### config.mk
export PLATFORM = sky130hd
export DESIGN_NAME = standoff_round_sequencer
export DESIGN_NICKNAME = d
export VERILOG_FILES = /design/src/rtl/standoff_round_sequencer.sv
export SDC_FILE = /design/constraint.sdc
export NUM_CORES = 1
export LEC_CHECK = 0
export ABC_AREA = 1
export BUFFER_PORTS_ARGS = -buffer_cell sky130_fd_sc_hd__buf_2
export CORE_MARGIN = 10
export CORE_UTILIZATION = 59
export DETAILED_ROUTE_END_ITERATION = 12
export HOLD_SLACK_MARGIN = 0.1
export PLACE_DENSITY_LB_ADDON = 0.12
export SLEW_MARGIN = 20
export SYNTH_ARGS = -nofsm -noshare
export SYNTH_HDL_FRONTEND = slang
export SYNTH_SLANG_ARGS = --single-unit
### constraint.sdc
create_clock -name i_clk -period 4.5 [get_ports i_clk]
set_clock_uncertainty 0.05 [all_clocks]
set_input_delay 1.35 -clock i_clk [delete_from_list [all_inputs] [get_ports i_clk]]
set_output_delay 1.35 -clock i_clk [all_outputs]
set_load 0.01 [all_outputs]
### src/rtl/standoff_round_sequencer.sv
// Round sequencer for the two-player standoff: countdown, action capture, resolution, winner.
// Latency: every output is registered; a round resolves one cycle after the final capture tick.
// Backpressure: none; i_pause holds all state, and i_tick paces the countdown and capture phases.
module standoff_round_sequencer #(
   parameter int MAX_BULLETS   = 3,
   parameter int START_BULLETS = 1,
   parameter int COUNT_START   = 3,
   parameter int CAPTURE_TICKS = 2
) (
   input  logic       i_clk,
   input  logic       i_reset,
   input  logic       i_tick,
   input  logic       i_pause,
   input  logic       i_load,
   input  logic       i_p1_valid,
   input  logic [1:0] i_p1_action,
   input  logic       i_p2_valid,
   input  logic [1:0] i_p2_action,
   output logic [2:0] o_p1_bullets,
   output logic [2:0] o_p2_bullets,
   output logic [6:0] o_countdown,
   output logic [2:0] o_phase,
   output logic [1:0] o_winner,
   output logic       o_round_done,
   output logic       o_game_over
);

   localparam logic [2:0] ST_IDLE      = 3'd0;
   localparam logic [2:0] ST_COUNTDOWN = 3'd1;
   localparam logic [2:0] ST_CAPTURE   = 3'd2;
   localparam logic [2:0] ST_RESOLVE   = 3'd3;
   localparam logic [2:0] ST_SHOW      = 3'd4;
   localparam logic [2:0] ST_OVER      = 3'd5;

   localparam logic [1:0] ACT_NONE   = 2'b00;
   localparam logic [1:0] ACT_SHOOT  = 2'b01;
   localparam logic [1:0] ACT_RELOAD = 2'b10;
   localparam logic [1:0] ACT_DUCK   = 2'b11;

   localparam int         CW        = $clog2(CAPTURE_TICKS + 1);
   localparam logic [2:0] START_B   = 3'(START_BULLETS);
   localparam logic [2:0] MAX_B     = 3'(MAX_BULLETS);
   localparam logic [6:0] CD_START  = 7'(COUNT_START);
   localparam logic [CW-1:0] CAP_START = CW'(CAPTURE_TICKS);

   logic [2:0]    r_state;
   logic [2:0]    w_state_nxt;
   logic [6:0]    r_countdown;
   logic [CW-1:0] r_cap_cnt;
   logic [2:0]    r_p1_b;
   logic [2:0]    r_p2_b;
   logic [1:0]    r_winner;
   logic          r_round_done;
   logic          r_game_over;
   logic [1:0]    r_p1_act;
   logic [1:0]    r_p2_act;
   logic          r_p1_got;
   logic          r_p2_got;

   logic          w_p1_eff;
   logic          w_p2_eff;
   logic          w_p1_hit;
   logic          w_p2_hit;
   logic [2:0]    w_p1_b_res;
   logic [2:0]    w_p2_b_res;
   logic [1:0]    w_winner_res;

   // State register
   always_ff @(posedge i_clk) begin
      if (i_reset)
         r_state <= ST_IDLE;
      else
         r_state <= w_state_nxt;
   end

   // Next-state logic; pause holds the current state
   always_comb begin
      w_state_nxt = r_state;
      if (!i_pause) begin
         case (r_state)
            ST_IDLE, ST_OVER: if (i_load) w_state_nxt = ST_COUNTDOWN;
            ST_COUNTDOWN:     if (i_tick && r_countdown == 7'd1) w_state_nxt = ST_CAPTURE;
            ST_CAPTURE:       if (i_tick && r_cap_cnt == CW'(1)) w_state_nxt = ST_RESOLVE;
            ST_RESOLVE:       w_state_nxt = ST_SHOW;
            ST_SHOW:          w_state_nxt = (r_winner != 2'b00) ? ST_OVER : ST_COUNTDOWN;
            default:          w_state_nxt = ST_IDLE;
         endcase
      end
   end

   // Round resolution from the latched actions and the pre-round bullet counts
   always_comb begin
      w_p1_eff = (r_p1_act == ACT_SHOOT) && (r_p1_b != 3'd0);
      w_p2_eff = (r_p2_act == ACT_SHOOT) && (r_p2_b != 3'd0);
      // Ducking or firing back protects a player; a dry shot does not
      w_p1_hit = w_p2_eff && (r_p1_act != ACT_DUCK) && !w_p1_eff;
      w_p2_hit = w_p1_eff && (r_p2_act != ACT_DUCK) && !w_p2_eff;
      w_p1_b_res = r_p1_b;
      if (w_p1_eff)
         w_p1_b_res = r_p1_b - 3'd1;
      else if (r_p1_act == ACT_RELOAD)
         w_p1_b_res = (r_p1_b >= MAX_B) ? MAX_B : r_p1_b + 3'd1;
      w_p2_b_res = r_p2_b;
      if (w_p2_eff)
         w_p2_b_res = r_p2_b - 3'd1;
      else if (r_p2_act == ACT_RELOAD)
         w_p2_b_res = (r_p2_b >= MAX_B) ? MAX_B : r_p2_b + 3'd1;
      w_winner_res = 2'b00;
      if (w_p1_hit && !w_p2_hit)
         w_winner_res = 2'b10;
      else if (w_p2_hit && !w_p1_hit)
         w_winner_res = 2'b01;
   end

   // Counters, action latches, bullet counts and status flags
   always_ff @(posedge i_clk) begin
      if (i_reset) begin
         r_countdown  <= 7'd0;
         r_cap_cnt    <= '0;
         r_p1_b       <= START_B;
         r_p2_b       <= START_B;
         r_winner     <= 2'b00;
         r_round_done <= 1'b0;
         r_game_over  <= 1'b0;
         r_p1_act     <= ACT_NONE;
         r_p2_act     <= ACT_NONE;
         r_p1_got     <= 1'b0;
         r_p2_got     <= 1'b0;
      end else if (!i_pause) begin
         case (r_state)
            ST_IDLE, ST_OVER: begin
               if (i_load) begin
                  r_countdown <= CD_START;
                  r_p1_b      <= START_B;
                  r_p2_b      <= START_B;
                  r_winner    <= 2'b00;
               end
            end
            ST_COUNTDOWN: begin
               if (i_tick && r_countdown != 7'd0) begin
                  r_countdown <= r_countdown - 7'd1;
                  if (r_countdown == 7'd1) begin
                     r_cap_cnt <= CAP_START;
                     r_p1_act  <= ACT_NONE;
                     r_p2_act  <= ACT_NONE;
                     r_p1_got  <= 1'b0;
                     r_p2_got  <= 1'b0;
                  end
               end
            end
            ST_CAPTURE: begin
               // First strobe per player wins, including one on the final tick
               if (i_p1_valid && !r_p1_got) begin
                  r_p1_act <= i_p1_action;
                  r_p1_got <= 1'b1;
               end
               if (i_p2_valid && !r_p2_got) begin
                  r_p2_act <= i_p2_action;
                  r_p2_got <= 1'b1;
               end
               if (i_tick && r_cap_cnt != '0)
                  r_cap_cnt <= r_cap_cnt - CW'(1);
            end
            ST_RESOLVE: begin
               r_p1_b   <= w_p1_b_res;
               r_p2_b   <= w_p2_b_res;
               r_winner <= w_winner_res;
            end
            ST_SHOW: begin
               if (r_winner == 2'b00)
                  r_countdown <= CD_START;
            end
            default: ;
         endcase
         r_round_done <= (w_state_nxt == ST_SHOW);
         r_game_over  <= (w_state_nxt == ST_OVER);
      end
   end

   // Outputs come straight from registers
   always_comb begin
      o_p1_bullets = r_p1_b;
      o_p2_bullets = r_p2_b;
      o_countdown  = r_countdown;
      o_phase      = r_state;
      o_winner     = r_winner;
      o_round_done = r_round_done;
      o_game_over  = r_game_over;
   end

endmodule

==> reports/summary.md, run 1 <==
The tools report the met2 usage in global routing as 23.6%. Cell with the largest stage delay on the worst path: sky130_fd_sc_hd__dfxtp_1. The tools report the insertion delay of the later-clocked pin in the worst-skew pair as 0.32 ns.

Power after layout: 0.502 mW. For the diode insertion count for antenna repair, the log shows 0. The tools report the maximum number of pins on one net before global-route repair as 19. Averaged over all synthesized cells, the footprint is 6.60 um^2. The number of placement rows was 20; the number of instances resized during post-cts repair was 0. The die covers 0.00585 mm^2. Synthesis produced a netlist whose cell count is 285.

The I/O pin total came out at 31. STA puts the critical path data arrival time at 1.11 ns. The worst flop-to-flop path startpoint was o_phase[0]. Leaving out fill and tap cells, the most frequent cell in the layout is sky130_fd_sc_hd__nand2_1. For this run, the number of Yosys warnings is 0. Once detailed placement completed, the half-perimeter wirelength came to 3.31 mm.

Synthesis inferred 28 register bits. The netlist uses 30 different library cells. The data required time at the worst endpoint is 3.10 ns, and the final instance area is 0.00207 mm^2.

The worst setup timing slack at the placement stage came out at 1.99 ns. The synthesized design devotes to its leading area cell type 29.8% of total area. The tree is rooted in a sky130_fd_sc_hd__clkbuf_4. The type of element capturing the critical path is an output pin. In this run the standard cell core region covers 0.00305 mm^2.

The portion of the clock cycle consumed by the worst path in the final layout works out to 55.7%. The flow ran to the end, and the final reports show no timing, DRC or antenna violations. Global routing consumed, on the met1 layer, 18.2% of the routing resources.

TritonCTS built the clock tree. The count of buffers added by post-CTS timing repair for setup was 0. The logs give 306 for the number of inserted filler cells in the final layout and 1.01 nW for the leakage power summed over all cells. The share of the Yosys chip area taken by registers is 29.8%. The count of final hold-check violations is 0. The post-layout minimum cycle time was 2.51 ns; the post-detailed-route DRC marker count was 0. The cell family contributing the most delay on the critical path was flip-flops. In this run the register-to-register setup slack is 2.60 ns. For this run, the slowest stage of the critical path takes 0.58 ns. The run gives 61.6% as the initial core utilization. The tools report the number of nets in the synthesized netlist as 309. Across the run, the number of max-cap violations was 0.

Setup violations remaining at the end of the flow were counted as 0. The number of port buffers came out at 30. Global routing met3 resource utilization: 3.07%. Counting along the longest clock path gives a buffer depth of 2. After detailed placement, the total cell area comes to 0.00205 mm^2. After the first detailed-routing iteration, the DRC count stood at 133. The largest total area in the synthesized netlist belongs to sky130_fd_sc_hd__dfxtp_1. The worst setup path is of the register to output pin kind. The number of iterations in the first detailed-routing pass was 4. Clock-pin slew was measured on the worst setup and hold paths at 0.15 ns. In this run, CTS created clock tree buffers numbering 3.

Walking the worst path, the cells encountered are buf_2. The run gives 69.3% as the worst max-slew margin expressed relative to the limit. After detailed routing, the number of vias per cell comes to 5.05. Routability-driven placement finished with a final weighted congestion of 0.825. The top cell types in the final layout, fill and taps aside, are 64 x sky130_fd_sc_hd__nand2_1, 43 x sky130_fd_sc_hd__nor2_1, 35 x sky130_fd_sc_hd__inv_1, 30 x sky130_fd_sc_hd__buf_2, 28 x sky130_fd_sc_hd__dfxtp_1.

The tools report the final sum of negative setup slack as 0 ns. The worst path buffer plus inverter count is 1, and the number of levels the H-tree was split into is 1. In this run the cell area of the synthesized design comes to 0.00188 mm^2.

The worst hold path passes through 2 cells. Width of the chip: 76.5 um. The die is 76.5 um tall. After clock tree synthesis, the flow added hold-fix buffers numbering 0. The final route contains 1791 vias. In the post-synthesis netlist, the biggest area contributors are sky130_fd_sc_hd__dfxtp_1 30%, sky130_fd_sc_hd__nand2_1 13%, sky130_fd_sc_hd__ha_1 8.6%, sky130_fd_sc_hd__nor2_1 8.6%, sky130_fd_sc_hd__inv_1 7.0%. The end of the worst register-to-register path was r_cap_cnt[1]. The worst register-to-register path has a depth of 9. The number of global-route vias before repair was 1668. The detailed-route wire length was 4.10 mm; the power per cell area was 243 mW/mm^2.

Setup repair after global routing left no endpoint under its margin. The post-route netlist has 16.4% of its cells at a drive strength greater than 1. The initial antenna violation count came out at 0.

Timing would allow up to 399 MHz. The post-synthesis to final-layout area growth works out to 10.0%. The worst-margin pin slew works out to 0.459 ns.

The startpoint identified for the worst hold timing path is r_p2_got. The clock drives 28 sinks. Routing layer with the top usage in global route: met2. Of all nets on the critical path, the largest fanout is 9.

Path class of the lowest-slack min-delay path: register to register. The logs give 7.38 mm for the global-route wire length before repair and 14.4% for the total routing resource utilization after global routing. For the post-layout net count, the log shows 337. STA classifies the critical path startpoint as a register. The tools report the end of the worst hold path as r_p2_got.

Across all setup checks in the final design, the least slack found is 1.99 ns. For the peak ir drop on the vdd network, the log shows 0.000170 V. Measured on the finished design, the core utilization comes to 67.8%.

The routed length per placed instance is 11.6 um. Global routing finished with a remaining overflow of 0. The count of nets left with antenna violations once routing finished came out at 0. The run gives 0 as the count of final max-slew check failures.
-- flip-flops by register name, summed over array words and instances, names as in the netlist --
name          count
o_countdown       7
o_game_over       1
o_p1_bullets      3
o_p2_bullets      3
o_phase           3
o_round_done      1
o_winner          2
r_cap_cnt         2
r_p1_act          2
r_p1_got          1
r_p2_act          2
r_p2_got          1
-- area by class of cell --
cell class              count  area [um^2]  share of cell area, %
inverters                  39          149                   7.19
well taps                  44         55.1                   2.66
repair buffers             30          150                   7.25
flip-flops and latches     28          561                   27.1
clock buffers               3         22.5                   1.09
multi-input cells         211         1130                   54.7
-- worst max path at each step --
stage,start,end,depth (start not counted)
after floorplan,i_pause,o_p2_bullets[2],7
after detailed placement,i_tick,o_countdown[2],7
final,o_phase[0],o_phase[0],1
after global placement,i_tick,o_countdown[6],7
after global routing,o_phase[0],o_phase[0],1
after CTS,o_phase[0],o_phase[0],1
-- through the flow --
step                      hold WS, ns  std cells
after floorplan                 0.390        285
after global placement          0.400        352
after detailed placement        0.407        352
after CTS                       0.427        355
after global routing            0.437        355
final                           0.424        355
-- report_power, final --
part	leakage (nW)	total (mW)	switching [mW]	internal (mW)
clock network	0.0138	0.103	0.0719	0.0314
registers	0.228	0.270	0.0122	0.257
logic	0.772	0.129	0.0814	0.0480
-- cells by family (layout without fill, tap and decap cells) --
logic type / count (synthesis) / after routing / share of synthesized area [%]
xor+xnor: 6 / 6 / 2.79
fa+ha+maj: 13 / 13 / 8.64
simple gates: 147 / 147 / 35.3
flops: 28 / 28 / 29.8
buf+inv: 46 / 72 / 9.97
compound gates: 45 / 45 / 13.5
-- synthesized netlist by cell type --
| master | instances |
|---|---|
| sky130_fd_sc_hd__nand2_1 | 64 |
| sky130_fd_sc_hd__nor2_1 | 43 |
| sky130_fd_sc_hd__or2_2 | 1 |
| sky130_fd_sc_hd__dfxtp_1 | 28 |
| sky130_fd_sc_hd__xnor2_1 | 1 |
| sky130_fd_sc_hd__o211ai_1 | 3 |
| sky130_fd_sc_hd__nor2_2 | 2 |
| sky130_fd_sc_hd__nor3_1 | 4 |
| sky130_fd_sc_hd__o21ai_0 | 11 |
| sky130_fd_sc_hd__nand4_1 | 9 |
| sky130_fd_sc_hd__a21oi_4 | 1 |
| sky130_fd_sc_hd__buf_4 | 3 |
| sky130_fd_sc_hd__o21ai_1 | 7 |
| sky130_fd_sc_hd__clkbuf_1 | 3 |
| sky130_fd_sc_hd__a22oi_1 | 1 |
| sky130_fd_sc_hd__ha_1 | 13 |
| sky130_fd_sc_hd__xor2_1 | 5 |
| sky130_fd_sc_hd__inv_4 | 1 |
| sky130_fd_sc_hd__buf_2 | 1 |
| sky130_fd_sc_hd__and3_1 | 1 |
| sky130_fd_sc_hd__nand3_4 | 1 |
| sky130_fd_sc_hd__nand3_2 | 4 |
| sky130_fd_sc_hd__a21oi_2 | 1 |
| sky130_fd_sc_hd__inv_1 | 35 |
| sky130_fd_sc_hd__a21oi_1 | 20 |
| sky130_fd_sc_hd__o21ai_2 | 1 |
| sky130_fd_sc_hd__nand3_1 | 15 |
| sky130_fd_sc_hd__inv_2 | 3 |
| sky130_fd_sc_hd__nor2_4 | 2 |
| sky130_fd_sc_hd__nand2_2 | 1 |
-- layer usage --
layer,wire length (um),vias to the layer above
li1,-,974
met1,1970,782
met2,1930,29
met3,147,6
met4,59,0
met5,0,-
Power figures use the tool's default switching activity.
==> inputs of run 2 (changes only) <==
--- a/config.mk
+++ b/config.mk
@@ -8,7 +8,7 @@
 export ABC_AREA = 1
 export BUFFER_PORTS_ARGS = -buffer_cell sky130_fd_sc_hd__buf_2
 export CORE_MARGIN = 10
-export CORE_UTILIZATION = 59
+export CORE_UTILIZATION = 51
 export DETAILED_ROUTE_END_ITERATION = 12
 export HOLD_SLACK_MARGIN = 0.1
 export PLACE_DENSITY_LB_ADDON = 0.12
==> constraint.sdc (replaced) <==
create_clock -name i_clk -period 2.1 [get_ports i_clk]
set_clock_uncertainty 0.05 [all_clocks]
set_input_delay 0.63 -clock i_clk [delete_from_list [all_inputs] [get_ports i_clk]]
set_output_delay 0.63 -clock i_clk [all_outputs]
set_load 0.01 [all_outputs]
==> reports/summary.md, run 2 (synthesis results as in run 1) <==
The flow ran to the end, and the final reports show no timing, DRC or antenna violations. The largest incremental delay on the critical path is 0.57 ns (about the same). For the number of buffers added to fix hold violations after cts, the log shows 0 (unchanged). TritonCTS built the clock tree. The flip-flop count of the largest register after layout was 7 (unchanged); the antenna violation net count after detailed routing was 0 (unchanged).

The logs give 561 um^2 (unchanged) for the combined flip-flop and latch cell area and 0.00214 mm^2 (+3.4%) for the final instance area. The overall die area is 0.00652 mm^2 (+11%). The number of global-route vias before repair is 1746 (+4.7%), and the overall die height is 80.7 um (+5.6%).

The run gives 0 (unchanged) as the global-route congestion overflow total. Setup repair after global routing left no endpoint under its margin. The final setup violation count was 0 (unchanged); the number of port buffers was 30 (unchanged).

The layout cell share with drive strength beyond 1 was 17.5% (+1.1 points). The tools report the post-layout net count as 339 (+0.59%). The maximum number of pins on one net before global-route repair was 18 (-1). The initial antenna violation count was 0 (unchanged); the placed instance count was 358 (+1.7%). The initial core utilization came out at 52.2% (-9.5 points). The detail-routed via count per cell was 5.11 (+1.2%); the post-layout minimum cycle time was 1.75 ns.

Traced cell by cell, the critical path runs through buf_2. The post-synthesis to final-layout area growth works out to 13.8%. The insertion delay of the later-clocked pin in the worst-skew pair is 0.28 ns (-0.04 ns). The worst max-slew margin expressed relative to the limit was 69.2% (-0.079 points); the post-detailed-route DRC marker count was 0 (unchanged). The worst setup path is launched from a register. For the diode insertion count for antenna repair, the log shows 0 (unchanged). The top cell types in the final layout, fill and taps aside, are 63 x sky130_fd_sc_hd__nand2_1, 43 x sky130_fd_sc_hd__nor2_1, 35 x sky130_fd_sc_hd__inv_1, 30 x sky130_fd_sc_hd__buf_2, 28 x sky130_fd_sc_hd__dfxtp_1. The portion of the clock cycle consumed by the worst path in the final layout is 83.6%. The clock root buffer was sky130_fd_sc_hd__clkbuf_8. The kind of critical path was register to output pin. The power per cell area came out at 603 mW/mm^2 (+150%). The peak ir drop on the vdd network was 0.000238 V (+40%); the worst-margin pin slew was 0.461 ns (+0.00197 ns). The routed length per placed instance was 12.2 um (+5.5%).

The logs give 110 (-17%) for the initial DRC count and 362 (+2.0%) for the number of standard cells in the final layout excluding fillers. The run gives 2 (unchanged) as the maximum number of buffers from clock root to sink. The global placement routability congestion was 0.859 (+4.2%). The number of inserted filler cells in the final layout came out at 365 (+19%). The total via count in the routed design came out at 1849 (+3.2%).

For the clock net sink count, the log shows 28 (unchanged). Clock-pin slew on the worst setup and hold paths: 0.10 ns (-0.05 ns). For the highest clock rate, the log shows 570 MHz. The tools report the number of levels the H-tree was split into as 1 (unchanged). The library cell used most frequently in the layout, excluding fill and tap cells, is sky130_fd_sc_hd__nand2_1. Global-route wire length before repair: 7.65 mm (+3.5%). The final sum of negative setup slack was 0 ns (unchanged).

The max-cap violation count was 0 (unchanged). The logs give 1.42 ns (-1.68 ns) for the data required time at the worst endpoint and 22 (+10%) for the number of placement rows. The width of the chip is 80.7 um (+5.6%), and the area of the multi-input gates is 0.00114 mm^2 (+0.22%).

For the count of final max-slew check failures, the log shows 0 (unchanged). The logs give 0 (unchanged) for the count of final hold-check violations and 4.42 mm (+7.6%) for the detailed-route wire length. For the total placed instance area, the log shows 0.00207 mm^2 (+0.98%). The worst path buffer plus inverter count came out at 1 (unchanged).

The placed wire-length estimate after detailed placement was 3.35 mm (+1.1%). Type of element capturing the critical path: an output pin. The path class of the tightest hold or removal check is register to register.

The data arrival time of the worst path was 1.07 ns (-0.04 ns). The run gives 59.4% (-8.4 points) as the final core utilization. The tools report the total routing resource utilization after global routing as 14.0% (-0.41 points).

On the critical path, the stage with the largest delay is an instance of sky130_fd_sc_hd__dfxtp_1. The logs give 4 (unchanged) for the number of iterations in the first detailed-routing pass and 31 (unchanged) for the I/O pin total. The leakage power summed over all cells is 1.04 nW (+3.1%), and the total core area is 0.00361 mm^2 (+18%). Cell family contributing the most delay on the critical path: flip-flops.

The number of buffers created by CTS was 3 (unchanged). Top fanout value on the critical path: 9 (unchanged).
[run 2: where the power goes]
part	switching, mW	internal (mW)
combinational	0.178	0.104
sequential	0.0263	0.551
clock	0.177	0.256
[run 2: worst register-to-register path: stages (launching register included)]
cell                      delay (ns)
sky130_fd_sc_hd__dfxtp_1        0.41
sky130_fd_sc_hd__inv_1          0.10
sky130_fd_sc_hd__ha_1           0.20
sky130_fd_sc_hd__nand2_1        0.07
sky130_fd_sc_hd__nand3_1        0.21
sky130_fd_sc_hd__o21ai_0        0.15
sky130_fd_sc_hd__o21ai_1        0.10
sky130_fd_sc_hd__nor2_2         0.18
sky130_fd_sc_hd__nand2_1        0.07
sky130_fd_sc_hd__nand2_1        0.06
sky130_fd_sc_hd__nor2_1         0.05
[run 2: stage by stage]
| stage | total power, mW | setup WS, ns | hold slack, ns |
|---|---|---|---|
| after floorplan | 0.802 | 0.538 | 0.390 |
| after global placement | 0.868 | 0.344 | 0.403 |
| after detailed placement | 0.872 | 0.263 | 0.403 |
| after CTS | 1.30 | 0.269 | 0.417 |
| after global routing | 1.37 | 0.116 | 0.436 |
| final | 1.29 | 0.345 | 0.416 |
[run 2: worst paths after layout]
| check | endpoint | startpoint | slack (ns) | cells past startpoint |
|---|---|---|---|---|
| worst max-delay path | o_phase[0] | o_phase[0] | 0.35 | 1 |
| worst min-delay path | r_p1_got | r_p1_got | 0.42 | 2 |
| worst max register to register | o_p1_bullets[2] | o_p1_bullets[0] | 0.36 | 10 |
| worst min register to register | r_p1_got | r_p1_got | 0.42 | 2 |
[run 2: timing repair]
| item | in CTS | in global routing |
|---|---|---|
| setup buffers | 0 | 0 |
| gates resized for setup | 0 | 1 |
| setup endpoints to repair | 0 | 1 |
[run 2: final cells by class]
type | count | share of cell area, %
multi-input cells | 211 | 53.0
flip-flops and latches | 28 | 26.2
repair buffers | 32 | 7.71
inverters | 39 | 6.95
well taps | 48 | 2.80
clock buffers | 3 | 1.93
clock inverters | 1 | 1.40
[run 2: per-layer routing]
metal  share of wire, %  vias to the layer above  track usage [%]
met3                4.0                        7             2.21
met5                  0                        -                0
met4                2.1                        0             5.36
met1                 44                      843             16.9
met2                 50                       23             24.3
li1                   -                      976                -
==> inputs of run 3 (changes only) <==
==> constraint.sdc (replaced) <==
create_clock -name i_clk -period 1.5 [get_ports i_clk]
set_clock_uncertainty 0.05 [all_clocks]
set_input_delay 0.45 -clock i_clk [delete_from_list [all_inputs] [get_ports i_clk]]
set_output_delay 0.45 -clock i_clk [all_outputs]
set_load 0.01 [all_outputs]
==> reports/summary.md, run 3 (synthesis results as in run 1) <==
The run finished, with violations left. The checks that failed: setup timing. For the diode insertion count for antenna repair, the log shows 0 (unchanged). The run gives 0.00652 mm^2 (unchanged) as the overall die area. TritonCTS built the clock tree. The insertion delay of the later-clocked pin in the worst-skew pair was 0.27 ns (about the same); the worst max-slew margin expressed relative to the limit was 83.8% (+15 points). The tools report the clock net sink count as 28 (unchanged).

The worst flop-to-flop path startpoint was o_countdown[1]. The cell depth of the worst hold path was 2 (unchanged). The data required time at the worst endpoint is 1.62 ns (+0.20 ns), and the detail-routed via count per cell is 5.35 (+4.8%). The width of the chip works out to 80.7 um (unchanged). The total via count in the routed design is 2178 (+18%). The run gives 1 (unchanged) as the number of levels the H-tree was split into.

Path class of the lowest-slack min-delay path: register to register. The post-layout net count is 385 (+14%), and the maximum number of buffers from clock root to sink is 2 (unchanged). The number of buffers added to fix hold violations after cts came out at 0 (unchanged). Beginning of the worst hold path: r_p2_got. The top cell types in the final layout, fill and taps aside, are 49 x sky130_fd_sc_hd__nand2_1, 40 x sky130_fd_sc_hd__buf_4, 32 x sky130_fd_sc_hd__nor2_1, 30 x sky130_fd_sc_hd__buf_2, 25 x sky130_fd_sc_hd__inv_1. For the minimum setup slack among reg-to-reg paths, the log shows -0.04 ns (-0.40 ns). The total core area is 0.00361 mm^2 (unchanged). For the number of placement rows, the log shows 22 (unchanged).

The power per cell area was 666 mW/mm^2 (+10%); the highest clock rate was 648 MHz. The tools report the count of final max-slew check failures as 0 (unchanged). The flip-flop count of the largest register after layout is 7 (unchanged), and the power after layout is 1.91 mW (+48%). The number of buffers created by CTS is 3 (unchanged). The layout cell share with drive strength beyond 1 works out to 48.2% (+31 points).

The number of global-route vias before repair is 2047 (+17%). STA classifies the critical path endpoint as a register. The maximum number of pins on one net before global-route repair came out at 18 (unchanged).

The run gives 0 (unchanged) as the post-detailed-route DRC marker count. The clock-pin slew on the worst setup and hold paths came out at 0.09 ns (about the same). Of the available clock period, the critical path in the final layout requires 103%. The leakage power summed over all cells is 1.30 nW (+25%), and the final worst hold slack is 0.430 ns (+0.0137 ns). The I/O pin total was 31 (unchanged).

The endpoint identified for the worst register-to-register timing path is r_cap_cnt[1]. The smallest clock period supported by the final layout is computed as 1.54 ns. The global-route congestion overflow total is 0 (unchanged), and the routed length per placed instance is 14.8 um (+21%). Setup repair after global routing could not meet its margin everywhere. Relative to the synthesized area, the layout overhead comes to 52.6%. The number of inserted filler cells in the final layout was 261 (-28%). For the final setup violation count, the log shows 6 (+6). The max-cap violation count was 0 (unchanged). The final core utilization is 79.6% (+20 points).

Kind of start point of the critical path: a register. The tools report the peak ir drop on the vdd network as 0.000636 V (+170%). The number of port buffers was 30 (unchanged); the initial core utilization was 52.2% (unchanged).

The overall die height is 80.7 um (unchanged). The cell sitting at the root of the clock tree is a sky130_fd_sc_hd__clkbuf_8. The tools report the global-route wire length before repair as 8.36 mm (+9.4%). The worst hold path terminates at r_p2_got. The global placement routability congestion is 0.831 (-3.3%), and the initial DRC count is 80 (-27%). The tools report the detailed-route wire length as 6.01 mm (+36%). Final critical-path setup slack: -0.0426 ns (-0.388 ns). Kind of critical path: register to register.

The total routing resource utilization after global routing is 15.2% (+1.2 points). The logs give 1.66 ns (+0.59 ns) for the data arrival time of the worst path and 0 (unchanged) for the antenna violation net count after detailed routing. The initial antenna violation count is 0 (unchanged). Placed wire-length estimate after detailed placement: 3.81 mm (+14%). Count of final hold-check violations: 0 (unchanged).

Top fanout value on the critical path: 3 (-6). The library cell used most frequently in the layout, excluding fill and tap cells, is sky130_fd_sc_hd__nand2_1. Number of iterations in the first detailed-routing pass: 4 (unchanged). The worst-margin pin slew came out at 0.242 ns (-0.220 ns). The number of cells on the worst reg-to-reg path came out at 10 (unchanged).
## run 3: cell type report
cell class	instances	area [um^2]	area share [%]
sequential	28	584	20.3
inverter	39	164	5.71
timing repair buffer	77	538	18.7
clock buffer	3	41.3	1.44
multi-input combinational	212	1480	51.7
tap	48	60.1	2.09
## run 3: per-layer routing
metal  part of all wire, %  vias to the layer above  global-route usage (%)
met5                     0                        -                       0
met4                   1.6                        0                    5.19
met3                   3.3                       10                    2.32
met2                    58                       47                    30.6
met1                    37                     1051                    15.4
li1                      -                     1070                       -
## run 3: critical path, cell delays in order (launching register included)
cell and delay, ns:
sky130_fd_sc_hd__dfxtp_2 0.35, sky130_fd_sc_hd__inv_4 0.08, sky130_fd_sc_hd__ha_4 0.13, sky130_fd_sc_hd__inv_2 0.04, sky130_fd_sc_hd__nor2_4 0.12, sky130_fd_sc_hd__nand2_4 0.08
sky130_fd_sc_hd__a21oi_4 0.21, sky130_fd_sc_hd__buf_6 0.13, sky130_fd_sc_hd__nand3_2 0.07, sky130_fd_sc_hd__o21ai_1 0.13, sky130_fd_sc_hd__nor2_1 0.06
## run 3: per-stage QoR
step	cell area (um^2)	std cells	setup WS, ns	setup TNS [ns]
2_1_floorplan	1890	285	0.0207	0
3_3_place_gp	2340	393	-0.0284	-0.0806
3_5_place_dp	2340	393	-0.0688	-0.563
4_1_cts	2430	397	-0.000863	-0.000863
5_1_grt	2870	407	-0.105	-1.31
6_report	2870	407	-0.0426	-0.0885
## run 3: worst max-delay path by stage
stage          cells after the start  slack (ns)            from        endpoint
3_5_place_dp                       9       -0.07  o_countdown[1]    r_cap_cnt[1]
5_1_grt                            9       -0.11  o_countdown[2]    r_cap_cnt[1]
2_1_floorplan                      9        0.02  o_countdown[1]    r_cap_cnt[0]
4_1_cts                            7     -0.0009      o_phase[1]  o_countdown[0]
6_report                          10       -0.04  o_countdown[1]    r_cap_cnt[1]
3_3_place_gp                       7       -0.03      o_phase[1]  o_countdown[1]
## run 3: what timing repair did
action | in CTS | in global routing
cloned | 1 | 0
gates resized for setup | 17 | 101
endpoints found under the setup margin | 22 | 24
pin swaps | 9 | 34
buffers inserted | 0 | 10
## run 3: report_power, final
| part | total, mW | internal [mW] | switching (mW) |
|---|---|---|---|
| clock | 0.411 | 0.180 | 0.230 |
| combinational | 0.693 | 0.307 | 0.386 |
| sequential | 0.807 | 0.772 | 0.0347 |
